File: src/rtl/qc_row_accumulator.sv
// rtl/qc_row_accumulator.sv - XOR row accumulator behind a fixed-latency circular shifter
// Optional sticky protocol-error reporting is enabled by defining QC_ROW_ACC_ERR_EN.
module qc_row_accumulator #(
    parameter int MAXZ    = 81,
    parameter int LATENCY = $clog2(MAXZ),
    parameter int ROW_W   = 4
) (
    input  logic             CLK,
    input  logic             rst_n,
    input  logic             blk_valid_i,
    input  logic             blk_first_i,
    input  logic             blk_last_i,
    input  logic [ROW_W-1:0] blk_row_i,
    output logic             blk_ready_o,
    input  logic [MAXZ-1:0]  shf_data_i,
    output logic             acc_valid_o,
    input  logic             acc_ready_i,
    output logic [MAXZ-1:0]  acc_data_o,
    output logic [ROW_W-1:0] acc_row_o,
    output logic             err_o
);

    typedef struct packed {
        logic             valid;
        logic             first;
        logic             last;
        logic [ROW_W-1:0] row;
    } tag_t;

    typedef enum logic {IDLE, ACCUM} state_t;

    // Tag delay line matching the shifter pipeline depth
    tag_t dl [LATENCY];
    tag_t d_tag;

    for (genvar i = 0; i < LATENCY; i++) begin : g_dl
        if (i == 0) begin : g_head
            always_ff @(posedge CLK) begin
                if (!rst_n) dl[0] <= '0;
                else        dl[0] <= {blk_valid_i, blk_first_i, blk_last_i, blk_row_i};
            end
        end else begin : g_tail
            always_ff @(posedge CLK) begin
                if (!rst_n) dl[i] <= '0;
                else        dl[i] <= dl[i-1];
            end
        end
    end

    assign d_tag = dl[LATENCY-1];

    state_t           state_q, state_d;
    logic [MAXZ-1:0]  acc_q, acc_d;
    logic [ROW_W-1:0] row_q, row_d;
    logic             push;
    logic [MAXZ-1:0]  push_data;
    logic [ROW_W-1:0] push_row;

    always_ff @(posedge CLK) begin
        if (!rst_n) begin
            state_q <= IDLE;
            acc_q   <= '0;
            row_q   <= '0;
        end else begin
            state_q <= state_d;
            acc_q   <= acc_d;
            row_q   <= row_d;
        end
    end

    always_comb begin
        state_d   = state_q;
        acc_d     = acc_q;
        row_d     = row_q;
        push      = 1'b0;
        push_data = acc_q ^ shf_data_i;
        push_row  = row_q;
        case (state_q)
            IDLE: begin
                if (d_tag.valid && d_tag.first) begin
                    acc_d = shf_data_i;
                    row_d = d_tag.row;
                    if (d_tag.last) begin
                        push      = 1'b1;
                        push_data = shf_data_i;
                        push_row  = d_tag.row;
                    end else begin
                        state_d = ACCUM;
                    end
                end
            end
            ACCUM: begin
                if (d_tag.valid) begin
                    if (d_tag.first) begin
                        // A new row abandons the partial one
                        acc_d = shf_data_i;
                        row_d = d_tag.row;
                        if (d_tag.last) begin
                            push      = 1'b1;
                            push_data = shf_data_i;
                            push_row  = d_tag.row;
                            state_d   = IDLE;
                        end
                    end else if (d_tag.last) begin
                        push    = 1'b1;
                        state_d = IDLE;
                    end else begin
                        acc_d = acc_q ^ shf_data_i;
                    end
                end
            end
            default: state_d = IDLE;
        endcase
    end

    // Two-entry result FIFO
    logic [MAXZ-1:0]  fifo_data [2];
    logic [ROW_W-1:0] fifo_row  [2];
    logic             wr_ptr, rd_ptr;
    logic [1:0]       occ;
    logic             pop, full, push_ok;

    assign pop     = acc_valid_o & acc_ready_i;
    assign full    = (occ == 2'd2);
    assign push_ok = push & (~full | pop);

    always_ff @(posedge CLK) begin
        if (!rst_n) begin
            wr_ptr <= 1'b0;
            rd_ptr <= 1'b0;
            occ    <= 2'd0;
            for (int i = 0; i < 2; i++) begin
                fifo_data[i] <= '0;
                fifo_row[i]  <= '0;
            end
        end else begin
            if (push_ok) begin
                fifo_data[wr_ptr] <= push_data;
                fifo_row[wr_ptr]  <= push_row;
                wr_ptr            <= ~wr_ptr;
            end
            if (pop) rd_ptr <= ~rd_ptr;
            occ <= occ + {1'b0, push_ok} - {1'b0, pop};
        end
    end

    assign acc_valid_o = (occ != 2'd0);
    assign acc_data_o  = fifo_data[rd_ptr];
    assign acc_row_o   = fifo_row[rd_ptr];

    // Rows admitted upstream but not yet pushed into the FIFO
    logic [2:0] inflight_q;
    logic [3:0] budget;
    logic       inc, dec;

    assign inc = blk_valid_i & blk_first_i & blk_ready_o;
    assign dec = push & (inflight_q != 3'd0);

    always_ff @(posedge CLK) begin
        if (!rst_n) begin
            inflight_q <= 3'd0;
        end else if (inc && !dec && inflight_q != 3'd7) begin
            inflight_q <= inflight_q + 3'd1;
        end else if (dec && !inc) begin
            inflight_q <= inflight_q - 3'd1;
        end
    end

    assign budget      = {1'b0, inflight_q} + {2'b00, occ};
    assign blk_ready_o = (budget < 4'd2);

`ifdef QC_ROW_ACC_ERR_EN
    logic err_q, err_evt;

    always_comb begin
        err_evt = (d_tag.valid && d_tag.first && state_q == ACCUM) ||
                  (d_tag.valid && !d_tag.first && state_q == IDLE) ||
                  (push && full && !pop);
    end

    always_ff @(posedge CLK) begin
        if (!rst_n)       err_q <= 1'b0;
        else if (err_evt) err_q <= 1'b1;
    end

    assign err_o = err_q;
`else
    assign err_o = 1'b0;
`endif

endmodule

File: config.mk
export PLATFORM = sky130hd
export DESIGN_NAME = qc_row_accumulator
export DESIGN_NICKNAME = d
export VERILOG_FILES = /design/src/rtl/qc_row_accumulator.sv
export SDC_FILE = /design/constraint.sdc
export NUM_CORES = 1
export LEC_CHECK = 0
export CORE_ASPECT_RATIO = 1.25
export CORE_MARGIN = 2
export CORE_UTILIZATION = 40
export DETAILED_ROUTE_END_ITERATION = 10
export PLACE_DENSITY_LB_ADDON = 0.15
export RECOVER_POWER = 50
export SYNTH_ARGS = -nofsm -noshare
export SYNTH_HDL_FRONTEND = slang
export SYNTH_SLANG_ARGS = --single-unit
File: constraint.sdc
create_clock -name CLK -period 3.8 [get_ports CLK]
set_clock_uncertainty 0.15 [all_clocks]
set_input_delay 0.76 -clock CLK [delete_from_list [all_inputs] [get_ports CLK]]
set_output_delay 0.76 -clock CLK [all_outputs]
set_load 0.02 [all_outputs]
### After elaboration in Yosys (flattened, before gate mapping)

Memory sizes are Yosys's and may differ from the RTL's. A register that Yosys moved wholly into a read port is not among the register bits.
Cells that the tools add are included.
W data, S select, Z words.

| cells by class | value |
|---|---|
| $lt $le $gt $ge | 1 |
| muxes and demuxes | 51 |
| equal/unequal tests | 6 |
| reductions and logical operators | 13 |
| bitwise operators | 18 |
| $add $sub $neg | 5 |

Operator list:

| cell | count |
|---|---|
| $mux W81 | 9 |
| $pmux W81 S2 | 2 |
| $reduce_or A81 Y1 | 1 |
| $xor A81 B81 Y81 | 1 |
| $mux W7 | 7 |
| $mux W4 | 8 |
| $mux W1 | 19 |
| $pmux W4 S2 | 2 |
| $or A1 B1 Y1 | 8 |
| $mux W3 | 2 |
| $ne A2 B2 Y1 const B | 3 |
| $ne A3 B3 Y1 const B | 2 |
| $reduce_and A3 Y1 | 2 |
| $and A1 B1 Y1 | 5 |
| $add A3 B2 Y4 | 1 |
| $logic_and A1 B1 Y1 | 4 |
| $lt A4 B2 Y1 const B | 1 |
| $not A1 Y1 | 4 |
| $pmux W1 S2 | 2 |
| $reduce_bool A2 Y1 | 2 |
| $reduce_or A4 Y1 | 1 |
| $add A3 B1 Y3 const B | 1 |
| $reduce_bool A3 Y1 | 1 |
| $sub A3 B1 Y3 const B | 1 |
| other kinds (4) | 5 |

| word-level totals | value |
|---|---|
| memory bits (writable) | 219 |
| memories kept | 3 |
| register bits after elaboration | 93 |
| output and inout bits | 88 |
| word-level logic and storage cells | 104 |
| input port bits | 91 |

Memory list:

| name | words | bits a word | read ports | clocked after memory_dff | write ports | line | source |
|---|---|---|---|---|---|---|---|
| fifo_data | 2 | 81 | 1 | 1 | 2 | 117 | `logic [MAXZ-1:0] fifo_data [2];` |
| dl | 7 | 7 | 7 | 0 | 7 | 33 | `tag_t dl [LATENCY];` |
| fifo_row | 2 | 4 | 1 | 1 | 2 | 118 | `logic [ROW_W-1:0] fifo_row [2];` |

### Longest topological paths before layout

Gate-level depths: netlist of run 1.
An unclocked memory read counts as a cell.

| depth | value |
|---|---|
| word-level depth | 10 |
| mapped depth | 11 |
| mapped depth without buffers | 10 |

### Worst setup path after synthesis of run 1

Ideal clock, no wire load.

| timing path | value |
|---|---|
| path type | input to register |
| start | in acc_ready_i |
| end | mem fifo_data[1][0], enable pin |
| slack | -0.135 ns |
| data required time | 3.204 ns |
| library setup time | 0.446 ns |
| buffers on the path | 2 |
| cell stages on the path | 6 |
| arrival | 3.340 ns |
| cell sequence | nor2_1 a21oi_1 nand3_1 buf_2 buf_2 nand2_1 |

RTL lines:

| element | line | source |
|---|---|---|
| start: declaration | 17 | `input logic acc_ready_i,` |
| end: declaration | 117 |  |

### Worst setup path after layout of run 1

| timing path | value |
|---|---|
| start | reg inflight_q[0] |
| end | out blk_ready_o |

| between the ends | value |
|---|---|
| longest elaborated chain between the ends | 2 |

Ends and longest elaborated chain:

| element | line | source |
|---|---|---|
| start: declaration | 152 | `logic [2:0] inflight_q;` |
| start signal: assignment | 163 | `inflight_q <= inflight_q + 3'd1;` |
| start signal: assignment | 165 | `inflight_q <= inflight_q - 3'd1;` |
| $add A3 B2 Y4 | 169 | `assign budget = {1'b0, inflight_q} + {2'b00, occ};` |
| $lt A4 B2 Y1 | 170 | `assign blk_ready_o = (budget < 4'd2);` |
| end: declaration | 14 | `output logic blk_ready_o,` |

Every way passes these cells.

==> flow_metrics.tcl, run 1 <==
set metrics [dict create \
    syn_nets 1386 \
    overflow 0 \
    fillers 3122 \
    finalCritPeriodShare_pct 94.36 \
    synthArstFlopShare_pct 0 \
    initial_core_util_pct 40.69 \
    max_freq_ghz 0.2789 \
    worst_slack_ps 214.2 \
    avgSynthCellArea_um2 10.88 \
    cts_hold_buf 0 \
    place_ws_ps 402.2 \
    violations "max-capacitance violations, max-slew violations" \
    die_w_um 171.6 \
    rows 76 \
    cts-root-buf "clkbuf_16" \
    seqPwrFrac_pct 44.3 \
    drt-initial-drc-count 487 \
    p_comb_share_pct 11.3 \
    vias_per_cell 4.895 \
    hold_viol_final 0 \
    worst-r2r-setup-slack_ps 330 \
    synth.distinct_cells 46 \
    min_path_cells 1 \
    drc_errors 0 \
    ys_seq_area_share_pct 56.73 \
    track_usage_pct 17.89 \
    die_area_um2 36640 \
    ys_warn_count 0 \
    clkSlewWorstSetupHoldPaths_ps 60 \
    holdPathEnd "dl[1][5]" \
    intPower_mw 6.428 \
    worstPathRequired_ps 2890 \
    setup_violations 0 \
    drive_gt1_share_pct 11.62 \
    ff2ff_path_depth 5 \
    worst_pin_slew_ps 2129 \
    switchingPower_mw 1.867 \
    timing.rr.start "dl[6][5]" \
    drtAntennaViolNets 0 \
    fin_nets 1523 \
    worst_ir_drop_vdd_mv 0.2900 \
    portBuffers 177 \
    grt_max_degree 90 \
    status "finished with violations" \
    tritoncts "done" \
    clk-insertion-delay-late_ps 510 \
    syn_area_um2 14050 \
    fin_tns_setup_ps 0 \
    cts_setup_buffers 0 \
    pin_count 179 \
    antenna_found_initial 1 \
    p_sw_share_pct 22.51 \
    synth-main-ff-cell "edfxtp_1" \
    power_frac_clock_pct 44.4 \
    hold_class "reg -> reg" \
    die_h_um 213.5 \
    wl_per_cell_um 16.98 \
    cts_max_path_buffers 3 \
    cp_max_fo 11 \
    reg2reg_to "fifo_data[0][15]" \
    synth_edf_count 170 \
    cts_buffers 35 \
    first_pass_iters 7 \
    syn_inst 1291 \
    cap_violations 2 \
    grt_pass1_wl_um 50680 \
    endpoint_kind "primary output" \
    finalMaxSlewViolations 145 \
    place.gp.congestion 0.7196 \
    critPathKind "reg -> out" \
    rsz0062_at_grt "false" \
    arrival_ps 2680 \
    fin_crit_ps 3586 \
    clock_sinks 313 \
    slew_headroom_pct -41.92 \
    ys_seq_elements 313 \
    via_count 9414 \
    grt_pass1_vias 9517 \
    min_from "dl[0][5]" \
    hpwlAfterDp_um 17740 \
    wl_um 32650 \
    startpoint_type "flip-flop" \
    core_um2 34520 \
    p_per_area_nw_per_um2 474.7 \
    power_leakage_nw 6.145 \
    htreeDepth 2 \
    syn_to_final_growth_pct 24.42 \
    cts_resized 0 \
]
-- per-layer routing --
metal	vias up	GRT usage [%]	wire (µm)
met5	-	0	0
met4	0	6.108	790
met3	54	2.769	1311
met2	196	31.77	16460
met1	4568	22.08	14090
li1	4596	-	-
-- placed cells by master, fill, tap and decap left out, drive strengths merged, types with 2 or more instances in the layout --
master         count
buf               13
nor3               4
and3               2
nor2             176
and2             135
o21ai              6
bufinv             6
nand3              5
dfxtp            143
ha                 2
nand2            180
nand3b             2
mux2              86
edfxtp           170
nand2b             2
o211a              2
xor2             162
o2111ai            3
inv                4
clkdlybuf4s50    175
a21oi              4
a21boi             5
a211oi             2
or2                2
fa                 2
o211ai            82
xnor2              3
clkinv             6
clkbuf            54
mux2i              4
-- registers in the layout, indices dropped and copies added, names as in the netlist, named ones only --
name and cells:
fifo_data 162, acc_q 81, dl 49, fifo_row 8, row_q 4, inflight_q 3
occ 2, rd_ptr 1, state_q 1, wr_ptr 1
-- Yosys cell counts, types with 3 or more instances --
library cell	count	share of area, %
a21boi_0	5	0.27
a21oi_1	4	0.14
buf_2	15	0.53
nand2_1	180	4.8
o21ai_0	6	0.21
edfxtp_1	170	36
clkbuf_1	49	1.3
dfxtp_1	143	20
buf_6	4	0.32
and2_1	134	6.0
o211ai_1	81	4.3
nor2_1	176	4.7
nand3_1	5	0.18
mux2i_1	4	0.29
mux2_2	86	6.9
xnor2_1	3	0.19
xor2_1	162	10
nor3_1	4	0.14
buf_1	23	0.61
o2111ai_1	3	0.19
inv_1	3	0.080
-- how the worst max path moves through the flow --
stage                              from               to  slack (ps)  cells after the start
final                     inflight_q[0]      blk_ready_o         210                      5
after floorplan                   rst_n  fifo_data[0][0]          20                      4
after global placement    inflight_q[0]    inflight_q[2]         430                     10
after CTS                 inflight_q[0]      blk_ready_o         190                      5
after detailed placement  inflight_q[0]    inflight_q[2]         400                     10
after global routing      inflight_q[0]      blk_ready_o          50                      5
-- power groups by stage --
stage          combinational (mW)  clock [mW]  sequential (mW)
3_3_place_gp                0.952           0             3.75
2_1_floorplan               0.529           0             3.74
3_5_place_dp                0.951           0             3.75
4_1_cts                     0.956        3.76             3.68
5_1_grt                     0.999        3.88             3.69
6_report                    0.933        3.68             3.68
-- through the flow --
| stage | util, % | std cells | hold WS, ps | cell area, µm² | power [mW] |
|---|---|---|---|---|---|
| floorplan | - | 1291 | 261.9 | 14050 | 4.270 |
| detailed placement | 47.10 | 1859 | 266.9 | 16260 | 4.701 |
| CTS | 50.76 | 1922 | 279.0 | 17520 | 8.398 |
| finish | 50.63 | 1923 | 275.7 | 17480 | 8.295 |
| global route | 50.63 | 1923 | 288.6 | 17480 | 8.570 |
| global placement | 47.10 | 1859 | 263.5 | 16260 | 4.699 |
-- worst max-delay path, cell delays in order (launching register included) --
cell,delay [ps]
dfxtp_1,540
and2_2,230
fa_1,410
a41o_1,250
a21oi_1,120
clkdlybuf4s50_1,610
-- cell type report --
cell class | instances | area, µm² | area share (%)
multi-input combinational | 882 | 5717 | 32.71
antenna | 1 | 2.502 | 0.01432
inverter | 3 | 11.26 | 0.06444
clock buffer | 50 | 1047 | 5.993
timing repair buffer | 193 | 1921 | 10.99
clock inverter | 13 | 216.5 | 1.239
sequential | 313 | 7975 | 45.64
tap | 468 | 585.6 | 3.351
-- cells by family (layout without fill, tap and decap cells) --
logic type / Yosys count / count (layout) / share of synthesized area [%]
compound gates: 108 / 108 / 5.781
fa+ha+maj: 4 / 4 / 0.4632
buf+inv: 96 / 259 / 2.966
flops: 313 / 313 / 56.73
mux: 90 / 90 / 7.180
xor+xnor: 165 / 165 / 10.29
other cells: 1 / 2 / 0.02670
simple gates: 514 / 514 / 16.57
(Power assumes the default switching activity.)
==> inputs of run 2 (changes only) <==
--- a/config.mk
+++ b/config.mk
@@ -11,6 +11,7 @@
 export DETAILED_ROUTE_END_ITERATION = 10
 export PLACE_DENSITY_LB_ADDON = 0.15
 export RECOVER_POWER = 50
+export REMOVE_ABC_BUFFERS = 1
 export SYNTH_ARGS = -nofsm -noshare
 export SYNTH_HDL_FRONTEND = slang
 export SYNTH_SLANG_ARGS = --single-unit
==> run 2 against run 1 <==
Net effect: the run still ends with max-capacitance violations, max-slew violations left; register-to-register slack barely moved; first-iteration DRC count decreased by 2.1%; die area unchanged; critical endpoint unchanged; largest cell class unchanged.
==> flow_metrics.tcl, run 2 (synthesis results as in run 1) <==
set metrics [dict create \
    finalCritPeriodShare_pct 94.04 \
    first_pass_iters 4 \
    overflow 0 \
    core_um2 34520 \
    cts_buffers 34 \
    syn_to_final_growth_pct 23.70 \
    worstPathRequired_ps 2890 \
    setup_violations 0 \
    fillers 3108 \
    hold_class "reg -> reg" \
    p_comb_share_pct 11.5 \
    p_sw_share_pct 22.92 \
    drt-initial-drc-count 477 \
    dpl_cell_area_um2 16250 \
    vias_per_cell 4.939 \
    die_area_um2 36640 \
    cts_setup_buffers 0 \
    critPathKind "reg -> out" \
    cp_top_family "buffers and inverters" \
    cp_num_buf_inv 1 \
    top_layer "met4" \
    final_common_cell "nand2_1" \
    rows 76 \
    hpwlAfterDp_um 18560 \
    whs_ps 277.7 \
    clkSlewWorstSetupHoldPaths_ps 60 \
    arrival_ps 2660 \
    die_w_um 171.6 \
    pin_count 179 \
    cap_violations 1 \
    worst_pin_slew_ps 2050 \
    cts_max_path_buffers 3 \
    antenna_found_initial 2 \
    wl_per_cell_um 17.24 \
    fin_util_pct 50.34 \
    cts_hold_buf 0 \
    startpoint_type "flip-flop" \
    clock_sinks 313 \
    drc_errors 0 \
    worst_ir_drop_vdd_mv 0.3390 \
    fin_crit_ps 3573 \
    p_total_mw 7.956 \
    slew_headroom_pct -36.66 \
    rsz0062_at_grt "false" \
    largest_reg_flops 162 \
    status "finished with violations" \
    portBuffers 177 \
    cts_resized 0 \
    power_frac_clock_pct 41.9 \
    intPower_mw 6.133 \
    violations "max-capacitance violations, max-slew violations" \
    wl_met1_um 13850 \
    seqPwrFrac_pct 46.6 \
    met3_length_um 1673 \
    path_cells "and2_2 -> fa_1 -> a41o_1 -> a21oi_1 -> clkdlybuf4s50_1" \
    clk-insertion-delay-late_ps 510 \
    grt_max_degree 86 \
    die_h_um 213.5 \
    drive_gt1_share_pct 11.70 \
    p_per_area_nw_per_um2 457.9 \
    hold_viol_final 0 \
    grt_pass1_vias 9534 \
    stdcell_area_um2 17380 \
    power_leakage_nw 6.084 \
    track_usage_pct 18.17 \
    drtAntennaViolNets 0 \
    switchingPower_mw 1.823 \
    worst_path_max_delay_cell "clkdlybuf4s50_1" \
    most-common-layout-cells "nand2_1, nor2_1, clkdlybuf4s50_1" \
    initial_core_util_pct 40.69 \
    fin_tns_setup_ps 0 \
    top_regs "fifo_data x162, acc_q x81, dl x49" \
    wl_met2_um 16590 \
    wl_um 33130 \
    htreeDepth 2 \
    max_freq_ghz 0.2798 \
    cp_max_fo 11 \
    grt_pass1_wl_um 51160 \
    finalMaxSlewViolations 46 \
    endpoint_kind "primary output" \
    cts-root-buf "clkbuf_16" \
    regMostFlops "fifo_data" \
    via_count 9493 \
    crit_path_max_incr_delay_ps 620 \
    fin_nets 1523 \
    tritoncts "done" \
    place.gp.congestion 0.7338 \
]
[run 2: cell types whose count changed in the layout (fill, tap and decap cells not counted), sizes merged]
cell,previous run,this run
clkinvlp,0,1
bufinv,6,1
clkinv,6,5
clkbuf,54,62
inv,4,3
buf,13,10
[run 2: final cells by class]
cell class	instances	area [µm²]	area share, %
Antenna cell	1	2.502	0.01440
Sequential cell	313	7979	45.92
Inverter	3	11.26	0.06481
Tap cell	468	585.6	3.370
Timing Repair Buffer	194	1933	11.13
Clock buffer	54	1086	6.250
Clock inverter	7	61.31	0.3528
Multi-Input combinational cell	882	5717	32.90
[run 2: worst paths after layout]
kind	start	endpoint	slack (ps)	depth (start not counted)
setup reg to reg	dl[6][5]	acc_q[29]	330	7
hold / removal	dl[2][5]	dl[3][5]	280	1
setup / recovery	inflight_q[0]	blk_ready_o	230	5
hold reg to reg	dl[2][5]	dl[3][5]	280	1
[run 2: power groups by stage]
stage / Combinational, mW / Sequential [mW] / Clock, mW
global route: 0.979 / 3.72 / 3.55
floorplan: 0.458 / 3.79 / 0
detailed placement: 0.930 / 3.78 / 0
finish: 0.916 / 3.70 / 3.33
CTS: 0.936 / 3.71 / 3.44
global placement: 0.928 / 3.78 / 0
[run 2: metal layers]
| layer | track usage [%] | vias up |
|---|---|---|
| li1 | - | 4605 |
| met1 | 21.77 | 4621 |
| met2 | 32.17 | 205 |
| met3 | 3.525 | 62 |
| met4 | 6.867 | 0 |
| met5 | 0 | - |
[run 2: metrics by stage]
| step | std cells | worst slack, ps |
|---|---|---|
| 2_1_floorplan | 1198 | -3388 |
| 3_3_place_gp | 1860 | 505.5 |
| 3_5_place_dp | 1860 | 459.7 |
| 4_1_cts | 1921 | 198.1 |
| 5_1_grt | 1921 | 65.88 |
| 6_report | 1922 | 226.6 |
==> inputs of run 3 (changes only) <==
--- a/config.mk
+++ b/config.mk
@@ -8,6 +8,7 @@
 export CORE_ASPECT_RATIO = 1.25
 export CORE_MARGIN = 2
 export CORE_UTILIZATION = 40
+export CTS_BUF_LIST = sky130_fd_sc_hd__clkbuf_4
 export DETAILED_ROUTE_END_ITERATION = 10
 export PLACE_DENSITY_LB_ADDON = 0.15
 export RECOVER_POWER = 50
==> run 3 against run 2 <==
Net effect: the flow still finishes with violations (max-capacitance violations, max-slew violations); combinational power hardly changed; clock-buffer cell count up 83; critical path depth unchanged; register-to-register slack hardly changed; core utilization down 0.27 points; fmax is 1.2% lower; via count is 3.0% higher; design area shrank 0.54%; die area stayed put; clock power down 12%; setup slack got worse by 43 ps; largest power group unchanged; highest routed layer unchanged.
==> flow_metrics.tcl, run 3 (synthesis results as in run 1) <==
set metrics [dict create \
    dpl_cell_area_um2 16250 \
    stdcell_area_um2 17280 \
    holdPathEnd "dl[2][5]" \
    wl_met2_um 16810 \
    ff2ff_path_depth 7 \
    p_per_area_nw_per_um2 436.3 \
    top_regs "fifo_data x162, acc_q x81, dl x49" \
    initial_core_util_pct 40.69 \
    hold_viol_final 0 \
    top_layer "met4" \
    grt_max_degree 86 \
    power_leakage_nw 6.158 \
    overflow 0 \
    clk-insertion-delay-late_ps 700 \
    grt_pass1_vias 9837 \
    htreeDepth 3 \
    drc_errors 0 \
    cts_hold_buf 0 \
    first_pass_iters 5 \
    setup_violations 0 \
    drive_gt1_share_pct 16.86 \
    hold_class "reg -> reg" \
    worst_ir_drop_vdd_mv 0.2511 \
    pin_count 179 \
    met3_length_um 1671 \
    clkSlewWorstSetupHoldPaths_ps 70 \
    regMostFlops "fifo_data" \
    wl_um 33370 \
    die_area_um2 36640 \
    syn_to_final_growth_pct 23.04 \
    clock_sinks 313 \
    fin_util_pct 50.07 \
    hpwlAfterDp_um 18560 \
    p_total_mw 7.539 \
    tritoncts "done" \
    cts-root-buf "clkbuf_4" \
    final_common_cell "nand2_1" \
    antenna_found_initial 3 \
    endpoint_kind "primary output" \
    die_h_um 213.5 \
    cts_max_path_buffers 3 \
    core_um2 34520 \
    place.gp.congestion 0.7338 \
    track_usage_pct 18.48 \
    fin_crit_ps 3616 \
    die_w_um 171.6 \
    reg2reg_to "acc_q[13]" \
    portBuffers 177 \
    grt_pass1_wl_um 51630 \
    status "finished with violations" \
    startpoint_type "flip-flop" \
    cap_violations 1 \
    cp_max_fo 11 \
    slew_headroom_pct -36.93 \
    vias_per_cell 4.872 \
    most-common-layout-cells "nand2_1, nor2_1, clkdlybuf4s50_1" \
    worst-r2r-setup-slack_ps 340 \
    via_count 9774 \
    violations "max-capacitance violations, max-slew violations" \
    worst_pin_slew_ps 2054 \
    rows 76 \
    wl_met1_um 13790 \
    rsz0062_at_grt "false" \
    drt-initial-drc-count 401 \
    min_from "dl[1][5]" \
    worstPathRequired_ps 2890 \
    largest_reg_flops 162 \
    timing.rr.start "dl[6][5]" \
    wl_per_cell_um 16.64 \
    min_path_cells 1 \
    whs_ps 272.2 \
    arrival_ps 2710 \
    cts_buffers 80 \
    finalCritPeriodShare_pct 95.17 \
    finalMaxSlewViolations 46 \
    max_freq_ghz 0.2765 \
    drtAntennaViolNets 0 \
    fin_nets 1569 \
    critPathKind "reg -> out" \
    fillers 3186 \
]
==> run 3: area by class of cell <==
class | instances | area [µm²] | area share [%]
repair buffers | 194 | 1933 | 11.19
inverters | 3 | 11.26 | 0.06516
well taps | 468 | 585.6 | 3.388
flip-flops and latches | 313 | 7980 | 46.18
clock inverters | 7 | 26.28 | 0.1520
diodes | 2 | 5.005 | 0.02896
clock buffers | 137 | 1028 | 5.951
multi-input cells | 882 | 5712 | 33.05
==> run 3: per-layer routing <==
layer	vias up	GRT usage, %
li1	4755	-
met1	4724	21.45
met2	228	32.06
met3	67	4.134
met4	0	9.205
met5	-	0
==> run 3: per-stage QoR <==
step                      setup WS [ps]  std cells  TNS [ps]
after floorplan                   -3388       1198   -611270
after global placement            505.5       1860         0
after detailed placement          459.7       1860         0
after CTS                         61.13       2004         0
after global routing              26.96       2005         0
final                             183.6       2006         0
==> run 3: report_power, final <==
group | internal [mW] | switching (mW)
logic | 0.463 | 0.456
clock network | 1.61 | 1.31
registers | 3.64 | 0.0640
total | 5.71 | 1.83
==> run 3: repair_timing <==
item                                    4_1_cts  5_1_grt
buffers inserted                              0        0
endpoints found under the setup margin        1        0
resized for setup                             1        0
==> run 3: critical path, cell delays in order (launching register included) <==
cell and delay [ps]:
dfxtp_2 430, and2_2 180, fa_1 410, a41o_1 250
a21oi_1 120, clkdlybuf4s50_1 620
==> run 3: worst max-delay path by stage <==
stage,end,cells past startpoint,startpoint,slack (ps)
2_1_floorplan,fifo_data[1][0],4,dl[6][6],-3390
3_3_place_gp,inflight_q[2],10,inflight_q[0],510
3_5_place_dp,inflight_q[2],10,inflight_q[0],460
4_1_cts,acc_data_o[11],3,flip-flop,60
5_1_grt,blk_ready_o,5,inflight_q[0],30
6_report,blk_ready_o,5,inflight_q[0],180
